$ cat config.mk
export PLATFORM = sky130hd
export DESIGN_NAME = mux2_stream_arbiter_flat
export DESIGN_NICKNAME = d
export VERILOG_FILES = /design/src/rtl/mux2_stream_arbiter_pkg.sv /design/src/rtl/mux2_stream_arbiter_if.sv /design/src/rtl/mux2_stream_arbiter_mux_2x1_bus.sv /design/src/rtl/mux2_stream_arbiter.sv /design/src/flat_wrapper.sv
export SDC_FILE = /design/constraint.sdc
export NUM_CORES = 1
export LEC_CHECK = 0
export BUFFER_PORTS_ARGS = -buffer_cell sky130_fd_sc_hd__buf_2
export CAP_MARGIN = 20
export CORE_MARGIN = 1
export CORE_UTILIZATION = 45
export CTS_BUF_LIST = sky130_fd_sc_hd__clkbuf_2
export CTS_CLUSTER_DIAMETER = 200
export DETAILED_ROUTE_END_ITERATION = 7
export GPL_TIMING_DRIVEN = 0
export PLACE_DENSITY_LB_ADDON = 0.12
export SYNTH_ARGS = -nofsm -noshare
export SYNTH_HDL_FRONTEND = slang
export SYNTH_HIERARCHICAL = 1
export SYNTH_SLANG_ARGS = --single-unit
$ cat constraint.sdc
create_clock -name clk -period 2 [get_ports clk]
set_input_delay 0.1 -clock clk [delete_from_list [all_inputs] [get_ports clk]]
set_output_delay 0.1 -clock clk [all_outputs]
set_load 0.005 [all_outputs]
$ cat src/rtl/mux2_stream_arbiter_pkg.sv
// Shared encodings and helpers for the two-source stream arbiter.
package mux2_stream_arbiter_pkg;

   typedef enum logic [1:0] {
      ST_IDLE = 2'd0,
      ST_G1   = 2'd1,
      ST_G2   = 2'd2
   } state_t;

   localparam logic [1:0] GNT_NONE = 2'b00;
   localparam logic [1:0] GNT_X1   = 2'b01;
   localparam logic [1:0] GNT_X2   = 2'b10;

   // last_served encoding
   localparam logic SRC_X1 = 1'b0;
   localparam logic SRC_X2 = 1'b1;

   // Ceiling log2, used to size the burst counter
   function automatic int clog2(input int value);
      int result;
      int v;
      result = 0;
      v      = value - 1;
      while (v > 0) begin
         result = result + 1;
         v      = v >> 1;
      end
      return result;
   endfunction

endpackage

$ cat src/rtl/mux2_stream_arbiter_if.sv
// Handshake bundle between two requesters, the arbiter and the output stream.
interface mux2_stream_arbiter_if #(
   parameter int DATA_W = 8
);
   logic              x1_valid;
   logic [DATA_W-1:0] x1_data;
   logic              x1_ready;
   logic              x2_valid;
   logic [DATA_W-1:0] x2_data;
   logic              x2_ready;
   logic              f_valid;
   logic [DATA_W-1:0] f_data;
   logic              f_ready;
   logic              s;
   logic [1:0]        grant;

   // Arbiter side
   modport slave (
      input  x1_valid, x1_data, x2_valid, x2_data, f_ready,
      output x1_ready, x2_ready, f_valid, f_data, s, grant
   );

   // Environment side (sources and sink)
   modport master (
      output x1_valid, x1_data, x2_valid, x2_data, f_ready,
      input  x1_ready, x2_ready, f_valid, f_data, s, grant
   );
endinterface

$ cat src/rtl/mux2_stream_arbiter_mux_2x1_bus.sv
// Bus-wide 2:1 mux: f follows x1 when s=0, x2 when s=1.
module mux_2x1_bus #(
   parameter int DATA_W = 8
) (
   input  logic [DATA_W-1:0] x1,
   input  logic [DATA_W-1:0] x2,
   input  logic              s,
   output logic [DATA_W-1:0] f
);

   // Select the payload of the current owner
   always_comb begin
      f = s ? x2 : x1;
   end

endmodule

$ cat src/rtl/mux2_stream_arbiter.sv
// Round-robin arbiter for a shared 2:1 stream mux with bounded bursts.
//
// state   | meaning
// --------+------------------------------------------------
// ST_IDLE | no owner; arbitrate on valids, s holds last value
// ST_G1   | x1 owns the output stream, counting its beats
// ST_G2   | x2 owns the output stream, counting its beats
module mux2_stream_arbiter
   import mux2_stream_arbiter_pkg::*;
#(
   parameter int DATA_W    = 8,
   parameter int MAX_BURST = 4
) (
   input  logic                 clk,
   input  logic                 reset,
   mux2_stream_arbiter_if.slave bus
);

   localparam int              CNT_W    = clog2(MAX_BURST + 1);
   localparam logic [CNT_W-1:0] CNT_LAST = CNT_W'(MAX_BURST - 1);
   localparam logic [CNT_W-1:0] CNT_ONE  = CNT_W'(1);

   state_t           state_q, state_d;
   logic [CNT_W-1:0] cnt_q, cnt_d;
   logic             last_q, last_d;
   logic             s_q, s_d;

   // State, burst counter, fairness pointer and select registers
   always_ff @(posedge clk) begin
      if (reset) begin
         state_q <= ST_IDLE;
         cnt_q   <= '0;
         last_q  <= SRC_X2;
         s_q     <= 1'b0;
      end else begin
         state_q <= state_d;
         cnt_q   <= cnt_d;
         last_q  <= last_d;
         s_q     <= s_d;
      end
   end

   // Next-state: arbitration in idle, release and burst rotation while granted
   always_comb begin
      state_d = state_q;
      cnt_d   = cnt_q;
      last_d  = last_q;
      case (state_q)
         ST_IDLE: begin
            if (bus.x1_valid && bus.x2_valid) begin
               state_d = (last_q == SRC_X2) ? ST_G1 : ST_G2;
            end else if (bus.x1_valid) begin
               state_d = ST_G1;
            end else if (bus.x2_valid) begin
               state_d = ST_G2;
            end
         end
         ST_G1: begin
            if (!bus.x1_valid) begin
               state_d = bus.x2_valid ? ST_G2 : ST_IDLE;
               cnt_d   = '0;
               last_d  = SRC_X1;
            end else if (bus.f_ready) begin
               if (cnt_q == CNT_LAST) begin
                  cnt_d = '0;
                  if (bus.x2_valid) begin
                     state_d = ST_G2;
                     last_d  = SRC_X1;
                  end
               end else begin
                  cnt_d = cnt_q + CNT_ONE;
               end
            end
         end
         ST_G2: begin
            if (!bus.x2_valid) begin
               state_d = bus.x1_valid ? ST_G1 : ST_IDLE;
               cnt_d   = '0;
               last_d  = SRC_X2;
            end else if (bus.f_ready) begin
               if (cnt_q == CNT_LAST) begin
                  cnt_d = '0;
                  if (bus.x1_valid) begin
                     state_d = ST_G1;
                     last_d  = SRC_X2;
                  end
               end else begin
                  cnt_d = cnt_q + CNT_ONE;
               end
            end
         end
         default: begin
            state_d = ST_IDLE;
            cnt_d   = '0;
         end
      endcase
   end

   // Select follows the upcoming owner and holds its value through idle
   always_comb begin
      s_d = s_q;
      if (state_d == ST_G1) begin
         s_d = 1'b0;
      end else if (state_d == ST_G2) begin
         s_d = 1'b1;
      end
   end

   // Handshake gating; reset kills every transfer in the same cycle
   assign bus.f_valid  = !reset && (((state_q == ST_G1) && bus.x1_valid) ||
                                    ((state_q == ST_G2) && bus.x2_valid));
   assign bus.x1_ready = !reset && (state_q == ST_G1) && bus.f_ready;
   assign bus.x2_ready = !reset && (state_q == ST_G2) && bus.f_ready;
   assign bus.s        = s_q;
   assign bus.grant    = (state_q == ST_G1) ? GNT_X1 :
                         (state_q == ST_G2) ? GNT_X2 : GNT_NONE;

   mux_2x1_bus #(
      .DATA_W (DATA_W)
   ) u_mux (
      .x1 (bus.x1_data),
      .x2 (bus.x2_data),
      .s  (s_q),
      .f  (bus.f_data)
   );

endmodule

$ cat src/flat_wrapper.sv
// flat-port wrapper written by rule: the top's interface ports become plain ports
module mux2_stream_arbiter_flat import mux2_stream_arbiter_pkg::*;
#(
   parameter int DATA_W    = 8,
   parameter int MAX_BURST = 4
)
  (clk, reset, bus_x1_valid, bus_x1_data, bus_x2_valid, bus_x2_data, bus_f_ready, bus_x1_ready, bus_x2_ready, bus_f_valid, bus_f_data, bus_s, bus_grant);
  mux2_stream_arbiter_if #(.DATA_W(DATA_W)) bus_i ();
  input  logic clk;
  input  logic reset;
  input wire logic [$bits(bus_i.x1_valid)-1:0] bus_x1_valid;
  input wire logic [$bits(bus_i.x1_data)-1:0] bus_x1_data;
  input wire logic [$bits(bus_i.x2_valid)-1:0] bus_x2_valid;
  input wire logic [$bits(bus_i.x2_data)-1:0] bus_x2_data;
  input wire logic [$bits(bus_i.f_ready)-1:0] bus_f_ready;
  output wire logic [$bits(bus_i.x1_ready)-1:0] bus_x1_ready;
  output wire logic [$bits(bus_i.x2_ready)-1:0] bus_x2_ready;
  output wire logic [$bits(bus_i.f_valid)-1:0] bus_f_valid;
  output wire logic [$bits(bus_i.f_data)-1:0] bus_f_data;
  output wire logic [$bits(bus_i.s)-1:0] bus_s;
  output wire logic [$bits(bus_i.grant)-1:0] bus_grant;
  assign bus_i.x1_valid = bus_x1_valid;
  assign bus_i.x1_data = bus_x1_data;
  assign bus_i.x2_valid = bus_x2_valid;
  assign bus_i.x2_data = bus_x2_data;
  assign bus_i.f_ready = bus_f_ready;
  assign bus_x1_ready = bus_i.x1_ready;
  assign bus_x2_ready = bus_i.x2_ready;
  assign bus_f_valid = bus_i.f_valid;
  assign bus_f_data = bus_i.f_data;
  assign bus_s = bus_i.s;
  assign bus_grant = bus_i.grant;
  mux2_stream_arbiter #(.DATA_W(DATA_W), .MAX_BURST(MAX_BURST)) u_core (.clk(clk), .reset(reset), .bus(bus_i));
endmodule
==> impl_metrics.ini, run 1 <==
[sta]
max_clock_freq_mhz = 574
hold_ws_ps = 273
rsz0062_at_grt = false
relSlewSlack = 0.734
tightest_slew_ps = 399
fin_skew_ps = 7.29
fin_crit_ps = 1740
hold_viol_final = 0
slew_violations = 0
setup-tns-final_ps = 0
min_period_over_period = 0.871
setup_viol = 0

[cells_and_area]
area_delta_synth_final_pct = 30.5
nNetsFinal = 129
drive_gt1_frac = 0.505
nFillCells = 131
postLayoutCellArea_um2 = 851
antennaDiodeCount = 0
fin_cells = 116

[drt]
wl_mm = 1.40
drc = 0
first_pass_iters = 3
dr_total_vias = 617
drt_iter0_drc = 9
viasPerCell = 5.32
wire_per_inst_um = 12.0
drtAntennaViolNets = 0

[clock_network]
post-cts-setup-buffer-count = 0
cts_buffers = 3
hold_buffers = 0
cts.sinks = 7
ctsResizeCount = 0
cts-root-buf = clkbuf_2
clkLatencyLatePin_ps = 220
clk_transition_reported_paths_ps = 70
cts_buffer_depth = 2
cts_max_level = 1
cts_tree = done

[hold_path]
hold_path_depth = 2
hold_path_class = input port to register

[floorplanning]
core.rowCount = 13
die_y_um = 40.1
die_x_um = 40.1
die_area_um2 = 1600
io-pin-count = 35
core_area_um2 = 1320
start_util = 0.495

[critical_path]
cp-start-kind = register
ff2ff_path_depth = 7
rr_endpoint = u_core/bus.s
crit_arrival_ps = 1830
cp_max_fo = 6
cp-endpoint = u_core/bus.s
cp-end-kind = register
timing.rr.start = u_core/state_q[0]
required_ps = 2090
reg2reg_slack_ps = 260
path_class = register to register
crit_start = u_core/state_q[0]

[job]
maxCapViolCount = 0

[global_routing]
grt_pass1_wl_mm = 1.97
antenna_found_initial = 0
grt_usage = 0.181
grt_max_degree = 11
grt.overflow.total = 0
grt_pass1_vias = 494

[power_and_ir_drop]
p_per_area_nw_per_um2 = 644
ir_worst_vdd_v = 0.000410
leakage_nw = 0.428
total_power_w = 0.000548

[place]
io_buffers = 32
dpl_cell_area_um2 = 831
place_hpwl_mm = 1.12
dp_cells = 112
place_congestion = 0.762

[synthesis]
synth_area_um2 = 652
yosysSeqAreaShare = 0.215
syn_inst = 65
syn_avg_cell_area_um2 = 10.0
synth_cell_types = 30
yosys_register_bits = 7
synth_nets = 92
synth_warnings = 6

[status]
status = completed
-- per-stage QoR --
step	util	setup slack, ps
finish	0.646	257
global route	0.646	103
CTS	0.646	268
detailed placement	0.631	279
global placement	0.631	294
floorplan	-	446
-- placed cells by master, fill, tap and decap left out, drive strengths merged, types with 2 or more instances in the layout --
master and instances:
a21oi 4, a31oi 3, and3b 3, buf 34, clkbuf 5, dfxtp 7
ha 6, inv 3, mux2 8, mux2i 2, nand2 5, nand3b 2
nor3 3, o21ai 2
-- worst min-delay path by stage --
stage                    startpoint              end  slack, ps
finish                        reset     u_core/bus.s        270
CTS                           reset     u_core/bus.s        270
floorplan            bus_x2_data[0]    bus_f_data[0]        320
global placement    u_core/cnt_q[2]  u_core/cnt_q[2]        470
global route                  reset     u_core/bus.s        310
detailed placement  u_core/cnt_q[2]  u_core/cnt_q[2]        480
-- cell families after synthesis --
logic type / Yosys count / synth area share
and+or+nand+nor: 19 / 0.190
muxes: 10 / 0.215
adders and majority gates: 6 / 0.115
AOI/OAI and AO/OA: 17 / 0.217
DFF: 7 / 0.215
buffers and inverters: 6 / 0.0480
-- registers in the layout, summed over array words and instances (netlist names) --
name	count
u_core/cnt_q	3
u_core/state_q	2
u_core/bus.s	1
u_core/last_q	1
-- final cells by class --
cell class	count	area (um^2)	area share
Inverter	3	11.3	0.0132
Buffer	3	20.0	0.0235
Multi-Input combinational cell	52	480	0.565
Clock buffer	4	20.0	0.0235
Tap cell	15	18.8	0.0221
Timing Repair Buffer	32	160	0.188
Sequential cell	7	140	0.165
-- cells in the mapped netlist, drive strengths merged --
| cell type | number | area share |
|---|---|---|
| nand3b | 2 | 0.023 |
| o21ai | 2 | 0.021 |
| a31oi | 3 | 0.029 |
| a21boi | 1 | 0.012 |
| o31ai | 1 | 0.012 |
| mux2i | 2 | 0.031 |
| a21oi | 4 | 0.031 |
| buf | 2 | 0.025 |
| clkbuf | 1 | 0.0058 |
| and2b | 1 | 0.013 |
| mux2 | 8 | 0.18 |
| inv | 3 | 0.017 |
| a221o | 1 | 0.015 |
| a2111oi | 1 | 0.013 |
| dfxtp | 7 | 0.21 |
| ha | 6 | 0.12 |
| o211ai | 1 | 0.019 |
| nor2b | 1 | 0.0096 |
| a32oi | 1 | 0.013 |
| nor2 | 1 | 0.0058 |
| o21bai | 1 | 0.012 |
| nand4b | 1 | 0.013 |
| a221oi | 1 | 0.040 |
| nor3b | 1 | 0.012 |
| nand2 | 5 | 0.029 |
| and4b | 1 | 0.021 |
| and3b | 3 | 0.040 |
| nor3 | 3 | 0.023 |
-- report_power, final --
part | switching, W | total (W) | internal (W)
logic | 0.000129 | 0.000274 | 0.000145
registers | 0.0000163 | 0.000173 | 0.000157
clock network | 0.0000473 | 0.000101 | 0.0000532
total | 0.000193 | 0.000548 | 0.000355
-- metal layers --
layer | vias up | GRT usage | wire (um)
li1 | 317 | - | -
met1 | 284 | 0.233 | 680
met2 | 14 | 0.290 | 639
met3 | 2 | 0.0333 | 61
met4 | 0 | 0.0776 | 14
met5 | - | 0 | 0
-- critical path, cell delays in order (launching register included) --
cell and delay [ps]:
dfxtp_1 340, inv_1 130, ha_1 320, nand2_1 160
o21ai_1 250, a221oi_4 100, o31ai_1 220, a21oi_1 90
(Power assumes the default switching activity.)
==> inputs of run 2 (changes only) <==
==> constraint.sdc (replaced) <==
create_clock -name clk -period 1.8 [get_ports clk]
set_input_delay 0.09 -clock clk [delete_from_list [all_inputs] [get_ports clk]]
set_output_delay 0.09 -clock clk [all_outputs]
set_load 0.005 [all_outputs]
==> run 2 against run 1 <==
Net effect: die area stayed put; via count up 1.6%; register-to-register slack worse by 180 ps; clock skew down 1.3 ps; cell area rose by 1.3%; combinational power grew 13%; maximum frequency rose by 1.1%; wire length grew 2.7%; clock power increased by 9.9%.
==> impl_metrics.ini, run 2 (same netlist as run 1, synthesis figures left out) <==
[drt]
drc = 0
drt_iter0_drc = 9
viasPerCell = 5.41
first_pass_iters = 4
drtAntennaViolNets = 0
wl_mm = 1.43
dr_total_vias = 627
wire_per_inst_um = 12.4

[sta]
hold_viol_final = 0
setup_viol = 0
max_clock_freq_mhz = 580
tightest_slew_ps = 419
min_period_over_period = 0.958
relSlewSlack = 0.721
slew_violations = 0
fin_skew_ps = 5.98
fin_crit_ps = 1720

[critical_path]
crit_arrival_ps = 1810
timing.rr.start = u_core/state_q[0]
cp-end-kind = register
rr_endpoint = u_core/bus.s
slowest_stage = dfxtp_2
required_ps = 1890
critical_path.cell_chain = inv_1 > ha_1 > and3b_1 > a31oi_2 > o211ai_2 > o31ai_1 > a21oi_1
critPathMaxStageDelay_ps = 360
path_class = register to register
cp-start-kind = register
cp_max_fo = 5
ff2ff_path_depth = 7
reg2reg_slack_ps = 80

[global_routing]
grt.overflow.total = 0
grt_pass1_wl_mm = 1.97
grt_pass1_vias = 494
antenna_found_initial = 0
grt_usage = 0.181
grt_max_degree = 11

[cells_and_area]
final_common_cell = buf_2
largest_reg_flops = 3
nNetsFinal = 129
top_regs = u_core/cnt_q x3, u_core/state_q x2
drive_gt1_frac = 0.545
final_cell_mix = buf_2, mux2_4, nand2_1, ha_1, dfxtp_1
regMostFlops = u_core/cnt_q
fin_util = 0.654
area_delta_synth_final_pct = 32.2
antennaDiodeCount = 0

[power_and_ir_drop]
leakage_nw = 0.427
total_power_w = 0.000615
p_per_area_nw_per_um2 = 714
ir_worst_vdd_v = 0.000465

[job]
maxCapViolCount = 0

[hold_path]
hold_path_class = input port to register
hold_path_depth = 2
worstHoldEndpoint = u_core/bus.s
min_from = reset

[status]
status = completed

[clock_network]
cts_buffers = 3
cts_buffer_depth = 2
cts_max_level = 1
clk_transition_reported_paths_ps = 70
hold_buffers = 0
cts-root-buf = clkbuf_2
clkLatencyLatePin_ps = 220
cts.sinks = 7
cts_tree = done

[floorplanning]
start_util = 0.495
io-pin-count = 35
die_y_um = 40.1
core.rowCount = 13
core_area_um2 = 1320
die_area_um2 = 1600
die_x_um = 40.1

[place]
io_buffers = 32
place_congestion = 0.762
place_hpwl_mm = 1.12
-- run 2: how the worst max path moves through the flow --
stage                            from  slack [ps]           end
CTS                 u_core/state_q[0]          70  u_core/bus.s
floorplan           u_core/state_q[0]         250  u_core/bus.s
finish              u_core/state_q[0]          80  u_core/bus.s
global route        u_core/state_q[0]         -40  u_core/bus.s
detailed placement  u_core/state_q[0]          80  u_core/bus.s
global placement    u_core/state_q[0]          90  u_core/bus.s
-- run 2: area by class of cell --
cell class / count / area (um^2)
Sequential cell: 7 / 143
Multi-Input combinational cell: 52 / 489
Timing Repair Buffer: 32 / 160
Tap cell: 15 / 18.8
Clock buffer: 4 / 20.0
Buffer: 3 / 20.0
Inverter: 3 / 11.3
Fill cell: 128 / 455
-- run 2: repair_timing --
action                                  CTS  global route
buffers inserted                          0             0
endpoints found under the setup margin    0             2
gates resized for setup                   0             4
endpoints found under the hold margin     0             0
-- run 2: through the flow --
stage	setup WS [ps]	cell area [um^2]	hold slack, ps	std cells	setup TNS [ps]
after global routing	-35.2	862	310	116	-35.2
after detailed placement	79.3	831	471	112	0
after CTS	67.8	851	261	116	0
final	76.4	862	281	116	0
after floorplan	246	652	301	65	0
after global placement	94.0	831	465	112	0
-- run 2: critical path, delay by kind of cell (launching register included) --
family,cells,cell delay [ps]
fa+ha+maj,1,270
buf+inv,1,90
simple gates,1,220
flops,1,360
compound gates,4,660
-- run 2: metal layers --
| layer | GRT usage | wire (um) |
|---|---|---|
| met1 | 0.233 | 671 |
| met2 | 0.290 | 671 |
| met3 | 0.0333 | 75 |
| met4 | 0.0776 | 14 |
| met5 | 0 | 0 |
-- run 2: power breakdown --
part | switching [W] | internal, W | total (W) | leakage [nW]
combinational | 0.000146 | 0.000164 | 0.000310 | 0.353
clock | 0.0000523 | 0.0000591 | 0.000111 | 0.0166
sequential | 0.0000180 | 0.000176 | 0.000194 | 0.0579
total | 0.000216 | 0.000399 | 0.000615 | 0.427
==> inputs of run 3 (changes only) <==
==> constraint.sdc (replaced) <==
create_clock -name clk -period 1.8 [get_ports clk]
set_input_delay 0.09 -clock clk [delete_from_list [all_inputs] [get_ports clk]]
set_output_delay 0.09 -clock clk [all_outputs]
set_load 0.1 [all_outputs]
==> run 3 against run 2 <==
Net effect: worst hold slack better by 32 ps; critical path depth down 3; first-iteration DRC count up 11%; largest cell class unchanged; clock skew up 0.56 ps.
==> impl_metrics.ini, run 3 (same netlist as run 1, synthesis figures left out) <==
[status]
status = completed

[critical_path]
path_delay_family = buffers and inverters
cp_max_fo = 6
cp-end-kind = output port
required_ps = 1710
slowest_stage = buf_2
crit_start = u_core/state_q[0]
timing.rr.start = u_core/state_q[0]
crit_arrival_ps = 1600
path_class = register to output port
critical_path.cell_chain = inv_1 > ha_2 > and3b_1 > buf_2
critPathMaxStageDelay_ps = 420
cp-start-kind = register
critPathBufInv = 2

[global_routing]
antenna_found_initial = 0
grt.overflow.total = 0
grt_max_degree = 11
grt_usage = 0.208
grt_pass1_wl_mm = 2.24
grt_pass1_vias = 510

[drt]
first_pass_iters = 4
dr_total_vias = 640
viasPerCell = 5.52
wire_per_inst_um = 12.5
drt_iter0_drc = 10
drc = 0
drtAntennaViolNets = 0
wl_mm = 1.45

[cells_and_area]
nFillCells = 129
area.sequential_um2 = 143
regMostFlops = u_core/cnt_q
drive_gt1_frac = 0.594
final_cell_mix = buf_2, mux2_4, dfxtp_1
multi_input_area_um2 = 517
area_delta_synth_final_pct = 37.4
fin_cells = 116
top_regs = u_core/cnt_q x3, u_core/state_q x2
largest_reg_flops = 3
antennaDiodeCount = 0
nNetsFinal = 129
final_common_cell = buf_2

[power_and_ir_drop]
ir_worst_vdd_v = 0.000661
clkPwrFrac = 0.121
power.switching_w = 0.000528
power_frac_seq = 0.209
pwr-share-comb = 0.670
leakage_nw = 0.429
swShare = 0.562
p_per_area_nw_per_um2 = 1050
p_int_w = 0.000411

[floorplanning]
die_y_um = 40.1
die_area_um2 = 1600
io-pin-count = 35
die_x_um = 40.1
start_util = 0.495
core.rowCount = 13
core_area_um2 = 1320

[sta]
relSlewSlack = 0.681
layout_setup_ws_ps = 112
rsz0062_at_grt = false
min_period_over_period = 0.938
fin_crit_ps = 1690
hold_viol_final = 0
hold_ws_ps = 313
fin_skew_ps = 6.54
slew_violations = 0
max_clock_freq_mhz = 592
tightest_slew_ps = 479
setup_viol = 0

[clock_network]
clkLatencyLatePin_ps = 220
cts_tree = done
clk_transition_reported_paths_ps = 60
hold_buffers = 0
cts_max_level = 1
cts_buffers = 3
cts-root-buf = clkbuf_2
cts.sinks = 7
post-cts-setup-buffer-count = 0
cts_buffer_depth = 2

[place]
dp_cells = 112
place_hpwl_mm = 1.17
preCtsSetupSlack_ps = -6.01
place_congestion = 0.769
io_buffers = 32

[hold_path]
min_from = reset
hold_path_class = input port to register

[job]
maxCapViolCount = 0
run 3: stage by stage:
step / utilization / TNS, ps / area, um^2 / total power [W]
3_5_place_dp: 0.650 / -6.01 / 856 / 0.000817
4_1_cts: 0.672 / 0 / 886 / 0.000941
3_3_place_gp: 0.650 / 0 / 856 / 0.000809
2_1_floorplan: - / 0 / 677 / 0.000736
5_1_grt: 0.680 / 0 / 896 / 0.000993
6_report: 0.680 / 0 / 896 / 0.000939
run 3: worst paths after layout:
check,end,slack (ps),cells past startpoint
setup / recovery,bus_x2_ready,110,4
hold / removal,u_core/bus.s,310,2
setup reg to reg,u_core/bus.s,120,7
hold reg to reg,u_core/cnt_q[2],500,2
run 3: per-layer routing:
| layer | share of wire | GRT usage | vias up |
|---|---|---|---|
| li1 | - | - | 319 |
| met1 | 0.44 | 0.278 | 302 |
| met5 | 0 | 0 | - |
| met4 | 0.0048 | 0.103 | 0 |
| met3 | 0.046 | 0.0333 | 2 |
| met2 | 0.51 | 0.319 | 17 |
run 3: power by group through the flow:
stage,Clock [W],Combinational [W],Sequential [W]
2_1_floorplan,0,0.000512,0.000224
3_3_place_gp,0,0.000612,0.000197
3_5_place_dp,0,0.000619,0.000198
4_1_cts,0.000122,0.000624,0.000195
5_1_grt,0.000127,0.000666,0.000200
6_report,0.000113,0.000629,0.000196
run 3: area by class of cell:
cell class                 count  share of cell area
clock buffer                   4              0.0223
inverter                       3              0.0126
buffer                         3              0.0223
timing repair buffer          32               0.186
sequential                     7               0.159
multi-input combinational     52               0.577
tap                           15              0.0209
run 3: timing repair:
item | CTS | global route
resized for setup | 4 | 4
pin swaps | 0 | 0
endpoints found under the setup margin | 2 | 4
